**config.mk**
```make
export PLATFORM = sky130hd
export DESIGN_NAME = pipelined_cla_adder
export DESIGN_NICKNAME = d
export VERILOG_FILES = /design/src/rtl/pipelined_cla_adder.sv
export SDC_FILE = /design/constraint.sdc
export NUM_CORES = 1
export LEC_CHECK = 0
export BUFFER_PORTS_ARGS = -buffer_cell sky130_fd_sc_hd__buf_2
export CORE_ASPECT_RATIO = 0.6
export CORE_MARGIN = 2
export CORE_UTILIZATION = 30
export DETAILED_ROUTE_END_ITERATION = 8
export GPL_TIMING_DRIVEN = 0
export PLACE_DENSITY = 0.56
export SLEW_MARGIN = 0
export SYNTH_ARGS = -nofsm -noshare
export SYNTH_HDL_FRONTEND = slang
export SYNTH_SLANG_ARGS = --single-unit
```
**constraint.sdc**
```tcl
create_clock -name clk -period 9.8 [get_ports clk]
set_input_delay 0.98 -clock clk [delete_from_list [all_inputs] [get_ports clk]]
set_output_delay 0.98 -clock clk [all_outputs]
set_load 0.01 [all_outputs]
```
**src/rtl/pipelined_cla_adder.sv**
```systemverilog
// pipelined_cla_adder
//   Pipelined carry-lookahead adder/subtractor with a valid/ready handshake.
//   A WIDTH-bit operation is split into STAGES slices of SW = WIDTH/STAGES bits.
//   One slice is resolved per pipeline stage. The carry between slices is registered.
//   Accepted operands are first captured in an input register (level 0).
//   An op accepted at edge N is therefore presented on the outputs after edge N+STAGES.
//   WIDTH must be a multiple of STAGES, and STAGES must be at least 1.
//
// Ports
//   clk        rising-edge clock
//   rst_n      synchronous active-low reset
//   in_valid   operands present on a, b, cin, sub
//   in_ready   block accepts an operation this cycle (combinational, = !stall)
//   a, b       operands
//   cin        carry in (add mode only)
//   sub        0: a+b+cin, 1: a-b
//   out_valid  result, cout and ovf valid
//   out_ready  consumer accepts the result this cycle
//   result     sum/difference modulo 2^WIDTH
//   cout       carry out of the MSB (sub: 1 = no borrow)
//   ovf        two's-complement signed overflow
module pipelined_cla_adder #(
    parameter int unsigned WIDTH  = 32,
    parameter int unsigned STAGES = 4
) (
    input  logic             clk,
    input  logic             rst_n,
    input  logic             in_valid,
    output logic             in_ready,
    input  logic [WIDTH-1:0] a,
    input  logic [WIDTH-1:0] b,
    input  logic             cin,
    input  logic             sub,
    output logic             out_valid,
    input  logic             out_ready,
    output logic [WIDTH-1:0] result,
    output logic             cout,
    output logic             ovf
);

    localparam int unsigned SW = WIDTH / STAGES;

    // Lookahead carries for one slice.
    // Each carry is a flat sum of generate terms plus the propagated carry in.
    function automatic logic [SW:0] cla_slice(input logic [SW-1:0] x,
                                              input logic [SW-1:0] y,
                                              input logic          ci);
        logic [SW-1:0] g;
        logic [SW-1:0] p;
        logic [SW:0]   c;
        logic          term;
        g    = x & y;
        p    = x ^ y;
        c    = '0;
        c[0] = ci;
        for (int i = 0; i < int'(SW); i++) begin
            c[i+1] = ci;
            for (int j = 0; j <= i; j++) begin
                c[i+1] = c[i+1] & p[j];
            end
            for (int j = 0; j <= i; j++) begin
                term = g[j];
                for (int k = j + 1; k <= i; k++) begin
                    term = term & p[k];
                end
                c[i+1] = c[i+1] | term;
            end
        end
        return {c[SW], p ^ c[SW-1:0]};
    endfunction

    // Level k registers hold an op whose slices below k are already resolved.
    // v_q[k] is the valid bit of level k. v_q[STAGES] is the output valid.
    logic [STAGES:0]  v_q;
    logic [WIDTH-1:0] a_q   [0:STAGES-1];
    logic [WIDTH-1:0] b_q   [0:STAGES-1];
    logic [WIDTH-1:0] sum_q [0:STAGES-1];
    logic             c_q   [0:STAGES-1];

    logic [WIDTH-1:0] result_q;
    logic             cout_q;
    logic             ovf_q;

    // Next-level values. Index STAGES feeds the output registers.
    logic [WIDTH-1:0] a_d   [0:STAGES];
    logic [WIDTH-1:0] b_d   [0:STAGES];
    logic [WIDTH-1:0] sum_d [0:STAGES];
    logic             c_d   [0:STAGES];
    logic [SW:0]      slice_c [0:STAGES-1];
    logic             ovf_d;

    logic stall_c;
    logic accept_c;

    assign stall_c   = v_q[STAGES] & ~out_ready;
    assign in_ready  = ~stall_c;
    assign accept_c  = in_valid & ~stall_c;

    assign out_valid = v_q[STAGES];
    assign result    = result_q;
    assign cout      = cout_q;
    assign ovf       = ovf_q;

    // Input conditioning and per-stage slice resolution.
    always_comb begin
        a_d[0]   = a;
        b_d[0]   = sub ? ~b : b;
        c_d[0]   = sub | cin;
        sum_d[0] = '0;
        for (int k = 0; k < int'(STAGES); k++) begin
            slice_c[k] = cla_slice(a_q[k][k*SW +: SW], b_q[k][k*SW +: SW], c_q[k]);
            a_d[k+1]   = a_q[k];
            b_d[k+1]   = b_q[k];
            c_d[k+1]   = slice_c[k][SW];
            sum_d[k+1] = sum_q[k];
            sum_d[k+1][k*SW +: SW] = slice_c[k][SW-1:0];
        end
        // Signed overflow: operands agree in sign, but the sum does not.
        ovf_d = (a_d[STAGES][WIDTH-1] == b_d[STAGES][WIDTH-1]) &&
                (sum_d[STAGES][WIDTH-1] != a_d[STAGES][WIDTH-1]);
    end

    // Valid chain and output registers.
    // Output registers load only when a real op arrives.
    always_ff @(posedge clk) begin
        if (!rst_n) begin
            v_q      <= '0;
            result_q <= '0;
            cout_q   <= 1'b0;
            ovf_q    <= 1'b0;
        end else if (!stall_c) begin
            v_q <= {v_q[STAGES-1:0], accept_c};
            if (v_q[STAGES-1]) begin
                result_q <= sum_d[STAGES];
                cout_q   <= c_d[STAGES];
                ovf_q    <= ovf_d;
            end
        end
    end

    // Operand/skew data registers. These are not reset; valid qualifies them.
    always_ff @(posedge clk) begin
        if (!stall_c) begin
            for (int k = 0; k < int'(STAGES); k++) begin
                a_q[k]   <= a_d[k];
                b_q[k]   <= b_d[k];
                sum_q[k] <= sum_d[k];
                c_q[k]   <= c_d[k];
            end
        end
    end

endmodule

```
==> summary.log, run 1 <==
INFO  sta            final_number_of_setup_violating_endpoints=0
INFO  setup_path     cp_data_required_time=8.82ns
INFO  drt            route.vias.total=4634
INFO  final_layout   ff_latch_area=7150um^2
INFO  sta            unrepaired_setup_endpoints_after_global_routing=false
INFO  cts            path_clk_slew=0.06ns
INFO  cts            cts.htree.levels=1
INFO  floorplanning  boundaryPins=106
INFO  sta            worst_pin_slew=0.848ns
INFO  power          power.density=221nW/um^2
INFO  floorplanning  floorplan.die.height=140um
INFO  setup_path     critical_path_arrival=2.30ns
INFO  setup_path     worst_path_most_repeated_cell=sky130_fd_sc_hd__buf_2
INFO  sta            worst_hold_slack=0.415ns
INFO  synthesis      netlist_instances=559
INFO  setup_path     timing.critical_path.fanout_max=116
INFO  synthesis      ys_ff_latch=251
INFO  setup_path     crit_path_start_kind=input pin
INFO  final_layout   finish.instance_area=11200um^2
INFO  run            max_cap_violations=0
INFO  synthesis      synth_cell_type_count=45
INFO  cts            hold_buffers=0
INFO  power          p_comb_share=6.8%
INFO  cts            clock_tree_from_tritoncts=built
INFO  cts            max-clock-path-buffers=3
INFO  drt            post_drt_wl_per_cell=14.8um
INFO  synthesis      yosys_warnings=0
INFO  cts            numCtsBuffers=25
INFO  power          intPower=0.00194W
INFO  sta            timing.setup.tns=0ns
INFO  floorplanning  die-width=231um
INFO  power          net-switching-power=0.000538W
INFO  cts            clock_sink_count=251
INFO  power          ir_worst_vdd=0.0983mV
INFO  final_layout   layout-drive-gt1-share=22.9%
INFO  drt            number_of_vias_per_cell=4.15
INFO  drt            antenna_violating_nets_post_route=0
INFO  placement      detailed_place.area=10400um^2
INFO  floorplanning  die_area=32500um^2
INFO  final_layout   multi_input_area=2070um^2
INFO  setup_path     critical_path.cell_chain=buf_2 > and2b_1 > inv_8 > buf_2
INFO  global_route   grt_first_pass_wirelength=25500um
INFO  drt            dr.pass1.iters=6
INFO  setup_path     timing.setup.critical_path_class=in2out
INFO  global_route   grt_antenna_before_repair=2
INFO  final_layout   layout.nets=800
INFO  power          switching_share=21.7%
INFO  power          leakagePower=4.35nW
INFO  drt            detail_route.drc_violations=0
INFO  placement      gp_congestion=0.745
INFO  drt            detail_route.wirelength=16600um
INFO  global_route   grt_overflow_total=0
INFO  floorplanning  placeableCoreArea=30200um^2
INFO  synthesis      synth-edff-count=212
INFO  synthesis      synthFlopType=sky130_fd_sc_hd__edfxtp_1
INFO  power          seqPwrFrac=54.3%
INFO  synthesis      synthArstFlopShare=0%
INFO  sta            timing.clock.skew=0.0112ns
INFO  synthesis      yosysSeqAreaShare=76.7%
INFO  sta            fin_crit_sh=33.4%
INFO  status         outcome=finished, final reports clean
INFO  cts            cts-root-buf=sky130_fd_sc_hd__clkbuf_16
INFO  drt            initialDrtViolationCount=368
INFO  setup_path     worst_path_cell_with_the_longest_stage_delay=sky130_fd_sc_hd__inv_8
INFO  cts            postCtsResizedCells=0
INFO  min_path       holdCritPathClass=reg2reg
INFO  sta            timing.slew.headroom=43.5%
INFO  synthesis      syn-num-nets=669
INFO  cts            postCtsSetupRepairBufs=0
INFO  synthesis      synth.cell_area=9310um^2
INFO  cts            clock_latency=0.53ns
INFO  placement      dp_hpwl=10700um
INFO  sta            hold_viol_final=0
INFO  global_route   grt_use_total=10.2%
INFO  global_route   grt_max_degree=117
INFO  floorplanning  initial_utilization=30.8%
INFO  global_route   number_of_global_route_vias_before_repair=4562
INFO  power          p_clk_share=38.9%
INFO  setup_path     stage_delay_of_the_slowest_cell_on_the_critical_path=0.54ns
INFO  final_layout   number_of_fill_cells=2855
INFO  setup_path     endpoint_kind=primary output
INFO  placement      portBuffers=103
INFO  final_layout   area.growth.synth_to_final=20.3%
INFO  sta            timing.final.crit_period=3.28ns
INFO  sta            max_clock_freq=0.305GHz
INFO  floorplanning  core.rowCount=49
INFO  synthesis      avgSynthCellArea=16.7um^2
INFO  sta            final_max_slew_viol_count=0
[power by group through the flow]
stage | combinational (W) | clock [W] | sequential [W]
5_1_grt | 0.000194 | 0.00104 | 0.00136
2_1_floorplan | 0.000117 | 0 | 0.00136
4_1_cts | 0.000172 | 0.00100 | 0.00135
3_3_place_gp | 0.000167 | 0 | 0.00137
3_5_place_dp | 0.000171 | 0 | 0.00137
6_report | 0.000168 | 0.000963 | 0.00135
[flip-flops by register name (all words and copies together), names as in the netlist]
name,flops
ovf,1
b_q,80
a_q,80
result,32
sum_q,48
c_q,4
cout,1
v_q,5
[cell families (layout without fill, tap and decap cells)]
group | after synthesis | count (layout) | share of synthesized area (%)
buffers and inverters | 17 | 166 | 0.994
DFF | 251 | 251 | 76.7
xor gates and xnor gates | 50 | 50 | 4.70
other | 0 | 1 | 0
and+or+nand+nor | 126 | 126 | 5.99
AOI/OAI and AO/OA | 75 | 75 | 5.87
adders and majority gates | 40 | 40 | 5.70
[layout by cell type, fill, tap and decap left out, types with 4 or more instances in the layout]
| master | netlist | layout |
|---|---|---|
| sky130_fd_sc_hd__a21boi_0 | 29 | 29 |
| sky130_fd_sc_hd__a21oi_1 | 4 | 4 |
| sky130_fd_sc_hd__and2_1 | 5 | 5 |
| sky130_fd_sc_hd__buf_2 | 9 | 112 |
| sky130_fd_sc_hd__clkbuf_1 | 3 | 5 |
| sky130_fd_sc_hd__clkbuf_16 | 0 | 25 |
| sky130_fd_sc_hd__clkinvlp_4 | 0 | 7 |
| sky130_fd_sc_hd__dfxtp_1 | 39 | 39 |
| sky130_fd_sc_hd__edfxtp_1 | 212 | 212 |
| sky130_fd_sc_hd__fa_1 | 4 | 4 |
| sky130_fd_sc_hd__ha_1 | 36 | 36 |
| sky130_fd_sc_hd__nand2_1 | 72 | 72 |
| sky130_fd_sc_hd__nand2b_1 | 9 | 9 |
| sky130_fd_sc_hd__nand3_1 | 10 | 10 |
| sky130_fd_sc_hd__nor2_1 | 15 | 15 |
| sky130_fd_sc_hd__nor3_1 | 4 | 4 |
| sky130_fd_sc_hd__o21a_1 | 8 | 8 |
| sky130_fd_sc_hd__o21ai_0 | 9 | 9 |
| sky130_fd_sc_hd__o21ai_1 | 4 | 4 |
| sky130_fd_sc_hd__xnor2_1 | 9 | 9 |
| sky130_fd_sc_hd__xor2_1 | 41 | 41 |
[synth_stat cells (4+ instances only)]
| cell | n | area (um^2) |
|---|---|---|
| sky130_fd_sc_hd__nand3_1 | 10 | 50.1 |
| sky130_fd_sc_hd__ha_1 | 36 | 450 |
| sky130_fd_sc_hd__edfxtp_1 | 212 | 6370 |
| sky130_fd_sc_hd__and2_1 | 5 | 31.3 |
| sky130_fd_sc_hd__o21ai_0 | 9 | 45.0 |
| sky130_fd_sc_hd__buf_2 | 9 | 45.0 |
| sky130_fd_sc_hd__dfxtp_1 | 39 | 781 |
| sky130_fd_sc_hd__fa_1 | 4 | 80.1 |
| sky130_fd_sc_hd__a21oi_1 | 4 | 20.0 |
| sky130_fd_sc_hd__nand2_1 | 72 | 270 |
| sky130_fd_sc_hd__xnor2_1 | 9 | 78.8 |
| sky130_fd_sc_hd__a21boi_0 | 29 | 218 |
| sky130_fd_sc_hd__o21a_1 | 8 | 60.1 |
| sky130_fd_sc_hd__xor2_1 | 41 | 359 |
| sky130_fd_sc_hd__nor2_1 | 15 | 56.3 |
| sky130_fd_sc_hd__nor3_1 | 4 | 20.0 |
| sky130_fd_sc_hd__nand2b_1 | 9 | 56.3 |
| sky130_fd_sc_hd__o21ai_1 | 4 | 20.0 |
[worst paths after layout]
check	startpoint	end	slack, ns	cells past startpoint
setup / recovery	out_ready	in_ready	6.52	4
hold / removal	b_q[1][23]	b_q[2][23]	0.42	0
hold reg to reg	b_q[1][23]	b_q[2][23]	0.42	0
setup reg to reg	a_q[1][8]	c_q[2]	7.50	7
[critical path, delay by kind of cell]
family / cells / cell delay, ns
buffers and inverters: 3 / 0.87
AND/OR/NAND/NOR: 1 / 0.28
[per-layer routing]
metal | vias to the layer above | wire, um | track usage [%]
met5 | - | 0 | 0
met4 | 0 | 427 | 3.12
met3 | 29 | 925 | 3.28
met1 | 2206 | 8130 | 14.4
li1 | 2319 | - | -
met2 | 80 | 7080 | 15.0
[cell type report]
type,count,share of cell area [%]
sequential,251,63.8
tap,408,4.56
antenna,1,0.0223
timing repair buffer,104,4.85
clock buffer,27,5.65
clock inverter,18,1.70
multi-input combinational,291,18.5
inverter,1,0.101
buffer,16,0.793
[metrics by stage]
step | cells | utilization [%] | worst slack, ns | power, W
3_3_place_gp | 1070 | 34.2 | 2.99 | 0.00153
4_1_cts | 1116 | 37.0 | 6.52 | 0.00252
5_1_grt | 1117 | 37.1 | 6.42 | 0.00260
2_1_floorplan | 559 | - | 4.89 | 0.00148
6_report | 1117 | 37.1 | 6.52 | 0.00248
3_5_place_dp | 1071 | 34.3 | 6.53 | 0.00154
No activity file was read; power rests on OpenSTA's default activity.
==> inputs of run 2 (changes only) <==
Settings changed: ABC_AREA set to 1.
Clock period 9.8 ns to 3.3 ns, I/O delays scaled along.
==> run 2 against run 1 <==
  * Sequential cell count stayed put
  * Highest routed layer unchanged
  * Sequential power rose to 3.0 times the previous value
  * Critical path type is now reg2out
  * Final cell count increased by 6.1%
==> summary.log, run 2 <==
INFO  global_route   grt_overflow_total=0 [unchanged]
INFO  synthesis      synth_largest_type_area_fraction=67.9% [-0.50 points]
INFO  min_path       min-delay-start=in_valid
INFO  synthesis      synth-edff-count=212 [unchanged]
INFO  drt            antenna_violating_nets_post_route=0 [unchanged]
INFO  sta            timing.final.crit_period=2.92ns
INFO  sta            unrepaired_setup_endpoints_after_global_routing=false
INFO  placement      portBuffers=104 [+0.97%]
INFO  floorplanning  die_area=32700um^2 [+0.72%]
INFO  synthesis      netlist_instances=580 [+3.8%]
INFO  min_path       hold_depth=3 [+3]
INFO  drt            detail_route.wirelength=16800um [+1.5%]
INFO  cts            postCtsSetupRepairBufs=0 [unchanged]
INFO  sta            timing.clock.skew=0.00942ns [-0.00177 ns]
INFO  floorplanning  initial_utilization=30.3% [-0.52 points]
INFO  sta            worst_pin_slew=0.737ns [-0.111 ns]
INFO  synthesis      post_synth_main_area_contributors=sky130_fd_sc_hd__edfxtp_1 (68%), sky130_fd_sc_hd__dfxtp_1 (8.3%), sky130_fd_sc_hd__xor2_1 (5.1%)
INFO  synthesis      syn-num-nets=690 [+3.1%]
INFO  sta            final_number_of_setup_violating_endpoints=0 [unchanged]
INFO  sta            max_clock_freq=0.343GHz
INFO  final_layout   num_antenna_cells=0 [-1]
INFO  drt            route.vias.total=4734 [+2.2%]
INFO  sta            timing.slew.headroom=50.8% [+7.3 points]
INFO  placement      dp_hpwl=11000um [+2.9%]
INFO  synthesis      ys_ff_latch=251 [unchanged]
INFO  cts            cts-root-buf=sky130_fd_sc_hd__clkbuf_16
INFO  power          post-layout-total-power=0.00782W [+220%]
INFO  placement      pre_cts_ws=0.788ns [-5.74 ns]
INFO  power          leakagePower=4.87nW [+12%]
INFO  final_layout   finish.instance_area=11700um^2 [+4.8%]
INFO  final_layout   layout-drive-gt1-share=26.0% [+3.1 points]
INFO  min_path       hold_path_end=v_q[0]
INFO  cts            postCtsResizedCells=0 [unchanged]
INFO  cts            numCtsBuffers=26 [+4.0%]
INFO  sta            final_max_slew_viol_count=0 [unchanged]
INFO  setup_path     crit_path_start_kind=register
INFO  global_route   number_of_global_route_vias_before_repair=4643 [+1.8%]
INFO  sta            fin_crit_sh=88.5%
INFO  global_route   grt_max_degree=44 [-62%]
INFO  cts            clock_tree_from_tritoncts=built
INFO  final_layout   layout.nets=859 [+7.4%]
INFO  placement      gp_congestion=0.781 [+4.8%]
INFO  global_route   grt_antenna_before_repair=0 [-2]
INFO  synthesis      synthFlopType=sky130_fd_sc_hd__edfxtp_1
INFO  setup_path     endpoint_kind=primary output
INFO  drt            post_drt_wl_per_cell=14.2um [-4.3%]
INFO  placement      detailed_place.area=10500um^2 [+1.5%]
INFO  synthesis      most_instantiated_library_cell_after_synthesis=sky130_fd_sc_hd__edfxtp_1
INFO  drt            dr.pass1.iters=4 [-2]
INFO  final_layout   mostFrequentLayoutCells=sky130_fd_sc_hd__edfxtp_1 (212), sky130_fd_sc_hd__buf_2 (111), sky130_fd_sc_hd__nor2_1 (74)
INFO  setup_path     cp_data_required_time=2.97ns [-5.85 ns]
INFO  drt            detail_route.drc_violations=0 [unchanged]
INFO  drt            number_of_vias_per_cell=3.99 [-3.7%]
INFO  floorplanning  boundaryPins=106 [unchanged]
INFO  global_route   grt_use_total=10.4% [+0.13 points]
INFO  run            max_cap_violations=0 [unchanged]
INFO  power          ir_worst_vdd=0.288mV [+190%]
INFO  floorplanning  placeableCoreArea=31000um^2 [+2.5%]
INFO  synthesis      synth.cell_area=9380um^2 [+0.74%]
INFO  setup_path     timing.setup.critical_path_class=reg2out
INFO  final_layout   area.growth.synth_to_final=25.1%
INFO  floorplanning  die-width=232um [+0.36%]
INFO  cts            cts.htree.levels=1 [unchanged]
INFO  sta            timing.setup.tns=0ns [unchanged]
INFO  final_layout   mostFrequentLayoutCell=sky130_fd_sc_hd__edfxtp_1
INFO  setup_path     critical_path.reg2reg.endpoint=b_q[0][7]
INFO  synthesis      avgSynthCellArea=16.2um^2 [-2.9%]
INFO  drt            initialDrtViolationCount=306 [-17%]
INFO  synthesis      yosys_warnings=0 [unchanged]
INFO  setup_path     timing.critical_path.fanout_max=43 [-63%]
INFO  cts            clock_sink_count=251 [unchanged]
INFO  sta            fin_ws=0.380ns [-6.14 ns]
INFO  setup_path     critical_path_arrival=2.59ns [+0.29 ns]
INFO  setup_path     r2r_start=v_q[4]
INFO  synthesis      synthArstFlopShare=0% [unchanged]
INFO  floorplanning  core.rowCount=50 [+2.0%]
INFO  setup_path     minimum_setup_slack_among_reg_to_reg_paths=0.93ns [-6.57 ns]
INFO  synthesis      yosysSeqAreaShare=76.2% [-0.56 points]
INFO  min_path       holdCritPathClass=in2reg
INFO  synthesis      synth_cell_type_count=28 [-38%]
INFO  status         outcome=finished, final reports clean
INFO  final_layout   final_core_utilization=37.9% [+0.85 points]
INFO  setup_path     worst-r2r-cell-count=6 [-1]
INFO  cts            path_clk_slew=0.06ns [about the same]
INFO  synthesis      netlist_top_cells_count=sky130_fd_sc_hd__edfxtp_1 (212), sky130_fd_sc_hd__nor2_1 (74), sky130_fd_sc_hd__xor2_1 (55)
INFO  sta            hold_viol_final=0 [unchanged]
INFO  synthesis      synth.largest_area_cell=sky130_fd_sc_hd__edfxtp_1
INFO  floorplanning  floorplan.die.height=141um [+0.36%]
INFO  global_route   grt_first_pass_wirelength=25600um [+0.41%]
INFO  power          power.density=666nW/um^2 [+200%]
INFO  final_layout   reg_top3=a_q: 80 flops, b_q: 80 flops, sum_q: 48 flops
INFO  cts            clock_latency=0.53ns [about the same]
INFO  cts            max-clock-path-buffers=3 [unchanged]
run 2: cell types whose count changed in the layout (fill, tap and decap cells not counted), sizes merged, moves of 9 or more:
cell | previous run | this run
dlygate4sd3 | 0 | 32
inv | 1 | 31
a21boi | 30 | 0
nand2b | 9 | 0
nor2 | 15 | 77
nand2 | 72 | 38
o21ai | 13 | 36
xor2 | 41 | 58
run 2: through the flow:
stage / std cells / hold slack (ns)
6_report: 1185 / 0.0678
5_1_grt: 1185 / 0.0424
4_1_cts: 1184 / 0.00151
3_5_place_dp: 1105 / 0.405
3_3_place_gp: 1100 / 0.401
2_1_floorplan: 580 / 0.400
run 2: worst max path at each step:
stage               startpoint   endpoint  cells after the start  slack [ns]
global placement     out_ready  a_q[0][7]                      3       -2.56
global route            v_q[4]   in_ready                      6        0.16
detailed placement   out_ready   in_ready                      6        0.79
floorplan               v_q[4]  a_q[0][0]                      3       -0.92
CTS                     v_q[4]   in_ready                      6        0.28
finish                  v_q[4]   in_ready                      6        0.38
run 2: logic make-up after synthesis:
group,after synthesis,synth area share [%]
AOI/OAI and AO/OA,52,3.72
adders and majority gates,40,5.65
xor gates and xnor gates,59,5.75
and+or+nand+nor,132,6.76
buffers and inverters,46,1.93
DFF,251,76.2
run 2: final cells by class:
cell class              instances  area, um^2
fillers                      2924       19200
clock buffers                  32         704
flip-flops and latches        251        7150
plain buffers                  14        61.3
multi-input cells             283        2060
well taps                     416         520
repair buffers                141         941
inverters                      32         124
clock inverters                16         181
run 2: timing repair:
action / CTS / global route
endpoints found under the setup margin: 0 / 0
endpoints found under the hold margin: 31 / 1
hold buffers: 31 / 1
run 2: power breakdown:
part | internal (W) | total [W] | switching (W)
clock | 0.00183 | 0.00303 | 0.00120
sequential | 0.00398 | 0.00411 | 0.000131
combinational | 0.000302 | 0.000669 | 0.000367
total | 0.00611 | 0.00782 | 0.00170
run 2: critical path, stage by stage (launching register included):
cell                         delay [ns]
sky130_fd_sc_hd__dfxtp_2           0.33
sky130_fd_sc_hd__inv_2             0.04
sky130_fd_sc_hd__nor2_4            0.19
sky130_fd_sc_hd__clkinvlp_4        0.64
sky130_fd_sc_hd__buf_12            0.44
sky130_fd_sc_hd__buf_12            0.22
sky130_fd_sc_hd__buf_2             0.16
run 2: routing by layer:
metal  track usage (%)  wire, um  up-vias
met4              4.25       617        0
met1              13.6      7810     2232
met3              3.50       955       38
met5                 0         0        -
met2              15.8      7420       84
li1                  -         -     2380
